--- src/rtl/intr_ctrl_if.sv ---
// intr_ctrl_if -- request/acknowledge bundle between the interrupt controller and its
// environment (external IRQ source, pipeline status and fetch control unit).
//   irq_in      external interrupt request, active high, asynchronous to clk
//   int_en      global interrupt enable; 0 blocks new intr assertion
//   stall_in    pipeline stall; 1 = not a safe point
//   fetch_busy  fetch unit in FETCH2/WAIT/BRANCH; 1 = not a safe point
//   int_clr     acknowledge from fetch control, high while it loads PC from M[1]
//   rti_retire  one-cycle pulse when an RTI loads PC
//   intr        interrupt request to fetch control
//   in_service  an ISR is executing
//   irq_pending an edge is latched and not yet delivered
//   lost_cnt    saturating count of dropped interrupt edges
//   state_o     controller state (0 IDLE, 1 ARM, 2 REQ, 3 ISR)
// Modports: master = environment side, slave = controller side.
interface intr_ctrl_if;
  logic       irq_in;
  logic       int_en;
  logic       stall_in;
  logic       fetch_busy;
  logic       int_clr;
  logic       rti_retire;
  logic       intr;
  logic       in_service;
  logic       irq_pending;
  logic [7:0] lost_cnt;
  logic [1:0] state_o;

  modport master (
    output irq_in, int_en, stall_in, fetch_busy, int_clr, rti_retire,
    input  intr, in_service, irq_pending, lost_cnt, state_o
  );

  modport slave (
    input  irq_in, int_en, stall_in, fetch_busy, int_clr, rti_retire,
    output intr, in_service, irq_pending, lost_cnt, state_o
  );
endinterface

--- src/rtl/intr_ctrl.sv ---
// intr_ctrl -- single-source interrupt controller. Detects rising edges on irq_in, holds a
// pending request until the pipeline reaches a safe point, raises intr until fetch control
// acknowledges with int_clr, then tracks the ISR until rti_retire. One further edge can be
// queued while a request is outstanding; extra edges are counted in lost_cnt (saturating).
// Ports:
//   clk    clock, rising edge
//   reset  asynchronous, active-low
//   bus    intr_ctrl_if.slave (see interface for signal list)
// Build option: define INTR_CTRL_SYNC_EN to pass irq_in through a 2-flop synchronizer,
// which adds two cycles to every irq_in-to-intr latency. Undefined: irq_in used directly.
module intr_ctrl (
  input logic        clk,
  input logic        reset,
  intr_ctrl_if.slave bus
);

  typedef enum logic [1:0] {
    StIdle = 2'd0,
    StArm  = 2'd1,
    StReq  = 2'd2,
    StIsr  = 2'd3
  } state_e;

  state_e     state_q;
  logic       irq_q;
  logic       pending_q;
  logic       intr_q;
  logic       in_service_q;
  logic [7:0] lost_q;

  logic irq_s;
  logic irq_edge;
  logic safe_point;
  logic lost_inc;

`ifdef INTR_CTRL_SYNC_EN
  logic sync1_q, sync2_q;

  always_ff @(posedge clk or negedge reset) begin
    if (!reset) begin
      sync1_q <= 1'b0;
      sync2_q <= 1'b0;
    end else begin
      sync1_q <= bus.irq_in;
      sync2_q <= sync1_q;
    end
  end

  assign irq_s = sync2_q;
`else
  assign irq_s = bus.irq_in;
`endif

  assign irq_edge   = irq_s & ~irq_q;
  assign safe_point = bus.int_en & ~bus.stall_in & ~bus.fetch_busy;

  // An edge is dropped when one is already queued. Leaving ARM for REQ delivers the queued
  // one, so a simultaneous edge takes its place instead of being lost.
  always_comb begin
    lost_inc = 1'b0;
    if (irq_edge && pending_q && (state_q != StIdle)) begin
      lost_inc = !((state_q == StArm) && safe_point);
    end
  end

  always_ff @(posedge clk or negedge reset) begin
    if (!reset) begin
      state_q      <= StIdle;
      irq_q        <= 1'b0;
      pending_q    <= 1'b0;
      intr_q       <= 1'b0;
      in_service_q <= 1'b0;
      lost_q       <= 8'd0;
    end else begin
      irq_q <= irq_s;
      if (lost_inc && (lost_q != 8'hff)) begin
        lost_q <= lost_q + 8'd1;
      end
      unique case (state_q)
        StIdle: begin
          if (irq_edge) begin
            state_q   <= StArm;
            pending_q <= 1'b1;
          end
        end
        StArm: begin
          if (safe_point) begin
            state_q   <= StReq;
            intr_q    <= 1'b1;
            pending_q <= irq_edge;
          end
        end
        StReq: begin
          if (irq_edge && !pending_q) begin
            pending_q <= 1'b1;
          end
          if (bus.int_clr) begin
            state_q      <= StIsr;
            intr_q       <= 1'b0;
            in_service_q <= 1'b1;
          end
        end
        StIsr: begin
          if (irq_edge && !pending_q) begin
            pending_q <= 1'b1;
          end
          if (bus.rti_retire) begin
            in_service_q <= 1'b0;
            // A same-cycle edge counts as pending before the return decision.
            state_q      <= (pending_q || irq_edge) ? StArm : StIdle;
          end
        end
        default: state_q <= StIdle;
      endcase
    end
  end

  assign bus.intr        = intr_q;
  assign bus.in_service  = in_service_q;
  assign bus.irq_pending = pending_q;
  assign bus.lost_cnt    = lost_q;
  assign bus.state_o     = state_q;

endmodule

--- src/flat_wrapper.sv ---
// flat-port wrapper written by rule: the top's interface ports become plain ports
module intr_ctrl_flat 
  (clk, reset, bus_irq_in, bus_int_en, bus_stall_in, bus_fetch_busy, bus_int_clr, bus_rti_retire, bus_intr, bus_in_service, bus_irq_pending, bus_lost_cnt, bus_state_o);
  intr_ctrl_if bus_i ();
  input logic clk;
  input logic reset;
  input wire logic [$bits(bus_i.irq_in)-1:0] bus_irq_in;
  input wire logic [$bits(bus_i.int_en)-1:0] bus_int_en;
  input wire logic [$bits(bus_i.stall_in)-1:0] bus_stall_in;
  input wire logic [$bits(bus_i.fetch_busy)-1:0] bus_fetch_busy;
  input wire logic [$bits(bus_i.int_clr)-1:0] bus_int_clr;
  input wire logic [$bits(bus_i.rti_retire)-1:0] bus_rti_retire;
  output wire logic [$bits(bus_i.intr)-1:0] bus_intr;
  output wire logic [$bits(bus_i.in_service)-1:0] bus_in_service;
  output wire logic [$bits(bus_i.irq_pending)-1:0] bus_irq_pending;
  output wire logic [$bits(bus_i.lost_cnt)-1:0] bus_lost_cnt;
  output wire logic [$bits(bus_i.state_o)-1:0] bus_state_o;
  assign bus_i.irq_in = bus_irq_in;
  assign bus_i.int_en = bus_int_en;
  assign bus_i.stall_in = bus_stall_in;
  assign bus_i.fetch_busy = bus_fetch_busy;
  assign bus_i.int_clr = bus_int_clr;
  assign bus_i.rti_retire = bus_rti_retire;
  assign bus_intr = bus_i.intr;
  assign bus_in_service = bus_i.in_service;
  assign bus_irq_pending = bus_i.irq_pending;
  assign bus_lost_cnt = bus_i.lost_cnt;
  assign bus_state_o = bus_i.state_o;
  intr_ctrl u_core (.clk(clk), .reset(reset), .bus(bus_i));
endmodule
--- config.mk ---
export PLATFORM = sky130hd
export DESIGN_NAME = intr_ctrl_flat
export DESIGN_NICKNAME = d
export VERILOG_FILES = /design/src/rtl/intr_ctrl_if.sv /design/src/rtl/intr_ctrl.sv /design/src/flat_wrapper.sv
export SDC_FILE = /design/constraint.sdc
export NUM_CORES = 1
export LEC_CHECK = 0
export ABC_AREA = 1
export CAP_MARGIN = 40
export CORE_MARGIN = 10
export CORE_UTILIZATION = 28
export DETAILED_ROUTE_END_ITERATION = 10
export SLEW_MARGIN = 20
export SYNTH_ARGS = -nofsm -noshare
export SYNTH_HDL_FRONTEND = slang
export SYNTH_SLANG_ARGS = --single-unit
--- constraint.sdc ---
create_clock -name clk -period 2.3 [get_ports clk]
set_clock_uncertainty 0.15 [all_clocks]
set_input_delay 0.46 -clock clk [delete_from_list [all_inputs] [get_ports clk]]
set_output_delay 0.46 -clock clk [all_outputs]
set_load 0.05 [all_outputs]
* Yosys cells after proc, flatten, opt, wreduce, memory -nomap -nowiden
Cells that the tools add are included.
Word-level totals: bits in registers 14, output and inout bits 13
Cells by class: mux-type cells 17, reduce and logical (&&, ||, !) cells 17, eq/ne operators 9, bitwise logic cells 6, add/subtract/negate cells 1
Operators with widths (number):
- $mux 1 | 9
- $reduce_and 3->1 | 3
- $add 8x1->8 const B | 1
- $mux 2 | 4
- $ne 8x8->1 const B | 1
- $pmux 2 s4 | 1
- $ne 2x1->1 const B | 3
- $reduce_bool 2->1 | 3
- $logic_and 1x1->1 | 5
- $eq 2x2->1 const B | 2
- $ne 2x2->1 const B | 2
- $pmux 1 s2 | 2
- $reduce_and 4->1 | 1
- $and 1x1->1 | 3
- $not 1->1 | 3
- $pmux 1 s3 | 1
- $eq 2x1->1 const B | 1
- $logic_not 1->1 | 2
- $logic_not 2->1 | 1
- $reduce_or 2->1 | 1
- $logic_or 1x1->1 | 1

* Longest topological paths before layout
Gate-level depths: netlist of run 1.
word-level depth 7, gate-level depth with buffers 9

* Worst setup path after synthesis of run 1
OpenSTA, ideal clock, no wires.
path kind register -> register, from register u_core.state_q[0], in the netlist u_core.bus.state_o[0], to register u_core.lost_q[2], in the netlist u_core.bus.lost_cnt[2], path slack 0.425 ns, data arrival time 1.659 ns, cell stages (with the launch flop) 10, clock period less this slack 1.875 ns, cells stage by stage dfrtp_1 inv_1 ha_1 inv_1 nand2_2 nor2_8 nand2_2 nor2_8 nand2_1 nand2_1
Between the ends: longest elaborated chain between the ends 5, elaborated cells on any way between the ends 7, those cells by class eq/ne (1); mux (1); reduce/logical (5)
RTL lines:
- from (decl) | RTL line intr_ctrl.sv:24 | state_e state_q;
- from (signal assigned) | RTL line intr_ctrl.sv:68 | state_q <= StIdle;
- from (signal assigned) | RTL line intr_ctrl.sv:82 | state_q <= StArm;
- from (signal assigned) | RTL line intr_ctrl.sv:88 | state_q <= StReq;
- $eq 2x1->1 | RTL line intr_ctrl.sv:62 | lost_inc = !((state_q == StArm) && safe_point);
- $logic_and 1x1->1 | RTL line intr_ctrl.sv:62
- $logic_not 1->1 | RTL line intr_ctrl.sv:62
- $mux 1 (*) | RTL line intr_ctrl.sv:61 | if (irq_edge && pending_q && (state_q != StIdle)) begin
- $logic_and 1x1->1 (*) | RTL line intr_ctrl.sv:76 | if (lost_inc && (lost_q != 8'hff)) begin
- to (signal assigned) | RTL line intr_ctrl.sv:77 | lost_q <= lost_q + 8'd1;
- to (decl) | RTL line intr_ctrl.sv:29 | logic [7:0] lost_q;
Every way passes the cells marked *; elsewhere a longest branch is shown, timed or not. A chain may end at the register's enable or synchronous reset.

* Worst setup path in the final report of run 1
from register u_core.lost_q[2], in the netlist u_core.bus.lost_cnt[2], to output bus_lost_cnt[2]
RTL lines:
- to (decl) | RTL line flat_wrapper.sv:16 | output wire logic [$bits(bus_i.lost_cnt)-1:0] bus_lost_cnt;
No word-level cell between the ends.

==> flow_metrics.env, run 1 <==
export IMPL_htreeDepth=1
export IMPL_comb_power_share_pct=59.7
export IMPL_hold_path_class="register to register"
export IMPL_nets=165
export IMPL_min_period_over_period_pct=96.13
export IMPL_std_cell_rows=21
export IMPL_clockBufferDepth=2
export IMPL_cp_max_fo=5
export IMPL_yosysWarnings=0
export IMPL_wl_um=2225
export IMPL_internal_power_uw=734.3
export IMPL_cp_cell_sequence="clkdlybuf4s50_1"
export IMPL_vias=819
export IMPL_io_buffers=20
export IMPL_cp_startpoint="u_core.bus.lost_cnt[2]"
export IMPL_fin_total_pwr_mw=1.541
export IMPL_status="finished clean"
export IMPL_routabilityCongestion=0.7906
export IMPL_period_needed_ps=2211
export IMPL_grtUsageTotal_pct=7.217
export IMPL_worstMarginPinSlew_ps=680.2
export IMPL_final_setup_tns_ps=0
export IMPL_ys_seq_area_share_pct=35.76
export IMPL_finalSetupViolations=0
export IMPL_r2r_start="u_core.bus.state_o[0]"
export IMPL_die_area_um2=6265
export IMPL_post_cts_buffers=0
export IMPL_slew_headroom_pct=54.51
export IMPL_cts_tree="built"
export IMPL_endpoint_kind="output port"
export IMPL_startpoint_type="register"
export IMPL_grt_pass1_vias=809
export IMPL_p_leak_nw=0.6531
export IMPL_diodes=0
export IMPL_synth_fp_nets=140
export IMPL_cpLargestDelayFamily="buffers and inverters"
export IMPL_grt_ovfl_total=0
export IMPL_clock_sinks=14
export IMPL_path_clk_slew_ps=100
export IMPL_grt_pass1_wl_um=3739
export IMPL_dp_hpwl_um=1718
export IMPL_power_density_nw_per_um2=1210
export IMPL_vias_per_cell=4.179
export IMPL_ant_nets=0
export IMPL_clk_latency_ps=290
export IMPL_layout_drive_gt1_share_pct=14.00
export IMPL_max_freq_mhz=452.3
export IMPL_ys_ff_latch=14
export IMPL_drt_pass1_iter_count=4
export IMPL_netlist_area_um2=979.7
export IMPL_dieHeight_um=79.15
export IMPL_max_cap_violations=0
export IMPL_antenna_found_initial=0
export IMPL_cp_arrival_ps=1600
export IMPL_start_util_pct=29.13
export IMPL_crit_required_ps=1690
export IMPL_crit_buf_inv=1
export IMPL_avgSynthCellArea_um2=7.775
export IMPL_net_switching_power_uw=806.7
export IMPL_fillers=371
export IMPL_peakVddDrop_mv=0.8965
export IMPL_syn_to_final_growth_pct=30.01
export IMPL_die_width_um=79.15
export IMPL_ios=21
export IMPL_grt_max_degree=15
export IMPL_placed_cells=192
export IMPL_numCtsBuffers=3
export IMPL_cpMaxStageDelayCell="clkdlybuf4s50_1"
export IMPL_synth_cells=126
export IMPL_critPathMaxStageDelay_ps=850
export IMPL_sw_frac_of_total_pct=52.35
export IMPL_seq_power_share_pct=28.1
export IMPL_holdWs_ps=374.5
export IMPL_slew_viol_final=0
export IMPL_clkPwrFrac_pct=12.2
export IMPL_synth_cell_types=24
export IMPL_coreArea_um2=3363
export IMPL_drt_iter0_drc=44
export IMPL_hp_start="u_core.bus.in_service"
export IMPL_instances_no_fill=196
export IMPL_avgRoutedWirePerCell_um=11.35
export IMPL_worstSetupPathType="register to output port"
export IMPL_hold_viol=0
export IMPL_postCtsHoldBufs=0
export IMPL_drc=0
export IMPL_rsz0062_at_grt="no"
export IMPL_cts_resized=0
export IMPL_clock_root_buffer="clkbuf_4"
sequential cells by signal, indices dropped and copies added (netlist names):
signal and flops:
u_core.bus.intr 1, u_core.bus.state_o 2, u_core.bus.lost_cnt 8, u_core.bus.in_service 1, u_core.bus.irq_pending 1, u_core.irq_q 1
cells by family after synthesis:
kind of cell	Yosys count	share of synthesized area, %
AOI/OAI and AO/OA	7	4.086
adders and majority gates	6	7.663
and+or+nand+nor	77	42.02
buffers and inverters	19	7.790
DFF	14	35.76
xor gates and xnor gates	3	2.682
Yosys cell counts, drive strengths merged:
master	number	share of area [%]
nand4	3	3.4
dfrtp	14	36
o21ai	5	2.6
clkinv	2	1.3
nor2	7	7.0
xor2	2	1.8
inv	17	6.5
nand3b	1	0.77
o211ai	2	1.5
nand2	59	25
ha	6	7.7
xnor2	1	0.89
nand3	7	5.4
power by group through the flow:
stage	clock, mW	sequential, mW	combinational, mW
floorplan	0	0.687	0.391
global placement	0	0.429	0.915
detailed placement	0	0.438	0.923
CTS	0.199	0.433	0.930
global route	0.210	0.452	1.01
finish	0.188	0.433	0.919
metrics by stage:
step           cell area (um2)  util (%)  setup slack, ps
2_1_floorplan            979.7         -            424.9
3_3_place_gp              1237     36.79            424.9
3_5_place_dp              1237     36.79            406.2
4_1_cts                   1274     37.87            69.91
5_1_grt                   1274     37.87            7.756
6_report                  1274     37.87            89.09
final cells by class:
type	instances	area (um2)	area share (%)
repair buffers	20	200.2	15.72
flip-flops and latches	14	350.3	27.50
multi-input cells	93	553.0	43.42
inverters	19	76.32	5.992
clock buffers	4	36.28	2.849
well taps	46	57.56	4.519
cells in the final DEF, fill, tap and decap left out, drive strengths merged:
cell type       n
clkbuf          4
clkdlybuf4s50  20
clkinv          2
dfrtp          14
ha              6
inv            17
nand2          59
nand3           7
nand3b          1
nand4           3
nor2            7
o211ai          2
o21ai           5
xnor2           1
xor2            2
worst paths after layout:
kind                       slack [ps]  cells after the start                      to
min in group asynchronous         420                      1  u_core.bus.lost_cnt[2]
setup / recovery                   90                      1         bus_lost_cnt[2]
setup reg to reg                  690                      9  u_core.bus.lost_cnt[4]
max in group asynchronous        1140                      1         u_core.bus.intr
hold reg to reg                   370                      2   u_core.bus.in_service
hold / removal                    370                      2   u_core.bus.in_service
routing by layer:
metal	track usage, %	vias to the layer above	part of all wire, %
li1	-	435	-
met1	7.896	367	44
met2	12.56	17	48
met3	4.054	0	8.0
met4	0.1792	0	0
met5	0	-	0
Note: power is estimated with default switching activity, not from simulation.
==> inputs of run 2 (changes only) <==
--- a/config.mk
+++ b/config.mk
@@ -10,6 +10,7 @@
 export CORE_MARGIN = 10
 export CORE_UTILIZATION = 28
 export DETAILED_ROUTE_END_ITERATION = 10
+export GPL_TIMING_DRIVEN = 1
 export SLEW_MARGIN = 20
 export SYNTH_ARGS = -nofsm -noshare
 export SYNTH_HDL_FRONTEND = slang
==> constraint.sdc (replaced) <==
create_clock -name clk -period 2.3 [get_ports clk]
set_clock_uncertainty 0.15 [all_clocks]
set_input_delay 0.23 -clock clk [delete_from_list [all_inputs] [get_ports clk]]
set_output_delay 0.23 -clock clk [all_outputs]
set_load 0.05 [all_outputs]
==> run 2 against run 1 <==
Effect of this change: cell count is the same; first-iteration DRC count grew 16%; maximum frequency grew 11%; routed wire length shrank 0.49%; critical path depth is the same; register-to-register slack is essentially flat; global-route usage grew 0.092 points; sequential power is essentially flat; die area is the same; utilization is the same; worst setup slack gained 220 ps; critical path type unchanged.
==> flow_metrics.env, run 2 (synthesis results as in run 1) <==
export IMPL_drt_iter0_drc=51
export IMPL_fin_total_pwr_mw=1.545
export IMPL_diodes=0
export IMPL_drt_pass1_iter_count=4
export IMPL_grt_ovfl_total=0
export IMPL_p_leak_nw=0.6531
export IMPL_critPathMaxStageDelay_ps=850
export IMPL_peakVddDrop_mv=0.8903
export IMPL_cp_max_fo=5
export IMPL_placed_cells=192
export IMPL_antenna_found_initial=0
export IMPL_ant_nets=0
export IMPL_syn_to_final_growth_pct=30.01
export IMPL_ios=21
export IMPL_ff_latch_area_um2=350.3
export IMPL_cts_resized=0
export IMPL_clk_latency_ps=290
export IMPL_vias=830
export IMPL_max_freq_mhz=503.1
export IMPL_met2_usage_pct=11.91
export IMPL_layout_commonest_cell="nand2_1"
export IMPL_die_area_um2=6265
export IMPL_cp_arrival_ps=1610
export IMPL_clockBufferDepth=2
export IMPL_dp_hpwl_um=1732
export IMPL_postCtsHoldBufs=0
export IMPL_avgRoutedWirePerCell_um=11.30
export IMPL_multiInputGateArea_um2=553.0
export IMPL_slew_headroom_pct=54.67
export IMPL_worstSetupPathType="register to output port"
export IMPL_power_density_nw_per_um2=1213
export IMPL_clock_root_buffer="clkbuf_4"
export IMPL_crit_buf_inv=1
export IMPL_start_util_pct=29.13
export IMPL_path_clk_slew_ps=100
export IMPL_htreeDepth=1
export IMPL_slew_viol_final=0
export IMPL_status="finished clean"
export IMPL_hold_path_class="input pin to async pin"
export IMPL_grt_max_degree=15
export IMPL_cts_tree="built"
export IMPL_std_cell_rows=21
export IMPL_drc=0
export IMPL_layout_drive_gt1_share_pct=14.00
export IMPL_vias_per_cell=4.235
export IMPL_instances_no_fill=196
export IMPL_io_buffers=20
export IMPL_gr_usage_met1_pct=8.738
export IMPL_cp_cell_sequence="clkdlybuf4s50_1"
export IMPL_design_area_um2=1274
export IMPL_post_cts_buffers=0
export IMPL_grt_pass1_wl_um=3753
export IMPL_final_setup_tns_ps=0
export IMPL_period_needed_ps=1988
export IMPL_startpoint_type="register"
export IMPL_endpoint_kind="output port"
export IMPL_rsz0062_at_grt="no"
export IMPL_post_dp_cell_area_um2=1237
export IMPL_grt_met3_usage_pct=3.941
export IMPL_grt_pass1_vias=799
export IMPL_fillers=378
export IMPL_die_width_um=79.15
export IMPL_routabilityCongestion=0.7906
export IMPL_nets=165
export IMPL_final_cell_mix="52 x nand2_1, 20 x clkdlybuf4s50_1, 15 x inv_1"
export IMPL_cpMaxStageDelayCell="clkdlybuf4s50_1"
export IMPL_wl_um=2214
export IMPL_max_cap_violations=0
export IMPL_grtUsageTotal_pct=7.309
export IMPL_top_usage_layer="met2"
export IMPL_layout_setup_ws_ps=312.5
export IMPL_worstMarginPinSlew_ps=677.8
export IMPL_numCtsBuffers=3
export IMPL_clock_sinks=14
export IMPL_hold_viol=0
export IMPL_cpLargestDelayFamily="buffers and inverters"
export IMPL_coreArea_um2=3363
export IMPL_crit_required_ps=1920
export IMPL_place_worst_setup_slack_ps=639.9
export IMPL_dieHeight_um=79.15
export IMPL_finalSetupViolations=0
export IMPL_largest_reg_flops=8
export IMPL_min_period_over_period_pct=86.41
-- run 2: cell counts in the layout (fill, tap and decap cells not counted) --
Identical to the previous run, type by type.
-- run 2: area by class of cell --
cell class,instances,area share [%]
inverter,19,5.992
timing repair buffer,20,15.72
multi-input combinational,93,43.42
tap,46,4.519
sequential,14,27.50
clock buffer,4,2.849
-- run 2: worst reg2reg max path: cells and delay by family (launching register included) --
kind	cells	cell delay, ps
buf+inv	2	190
flops	1	440
simple gates	6	580
fa+ha+maj	1	220
-- run 2: path summary, 6_finish.rpt --
check	cells after the start	end	slack, ps	start
min in group clk	1	u_core.irq_q	310	bus_irq_in
max in group asynchronous	1	u_core.bus.intr	1380	reset
setup / recovery	1	bus_lost_cnt[2]	310	u_core.bus.lost_cnt[2]
setup reg to reg	9	u_core.bus.lost_cnt[4]	680	u_core.bus.state_o[0]
hold reg to reg	2	u_core.bus.in_service	370	u_core.bus.in_service
hold / removal	1	u_core.bus.lost_cnt[2]	190	reset
-- run 2: through the flow --
| stage | hold WS (ps) | utilization [%] |
|---|---|---|
| global route | 236.0 | 37.87 |
| detailed placement | 342.6 | 36.79 |
| floorplan | -215.6 | - |
| finish | 187.7 | 37.87 |
| CTS | 209.0 | 37.87 |
| global placement | 341.3 | 36.79 |
-- run 2: per-layer routing --
layer	part of all wire, %	wire [um]	vias up
li1	-	-	437
met1	45	993	368
met2	46	1025	25
met3	8.8	195	0
met4	0	0	0
met5	0	0	-
-- run 2: report_power, final --
part	internal, mW	switching, mW	total [mW]	leakage [nW]
Combinational	0.310	0.611	0.920	0.453
Sequential	0.328	0.104	0.432	0.179
Clock	0.0964	0.0959	0.192	0.0210
Total	0.734	0.810	1.54	0.653
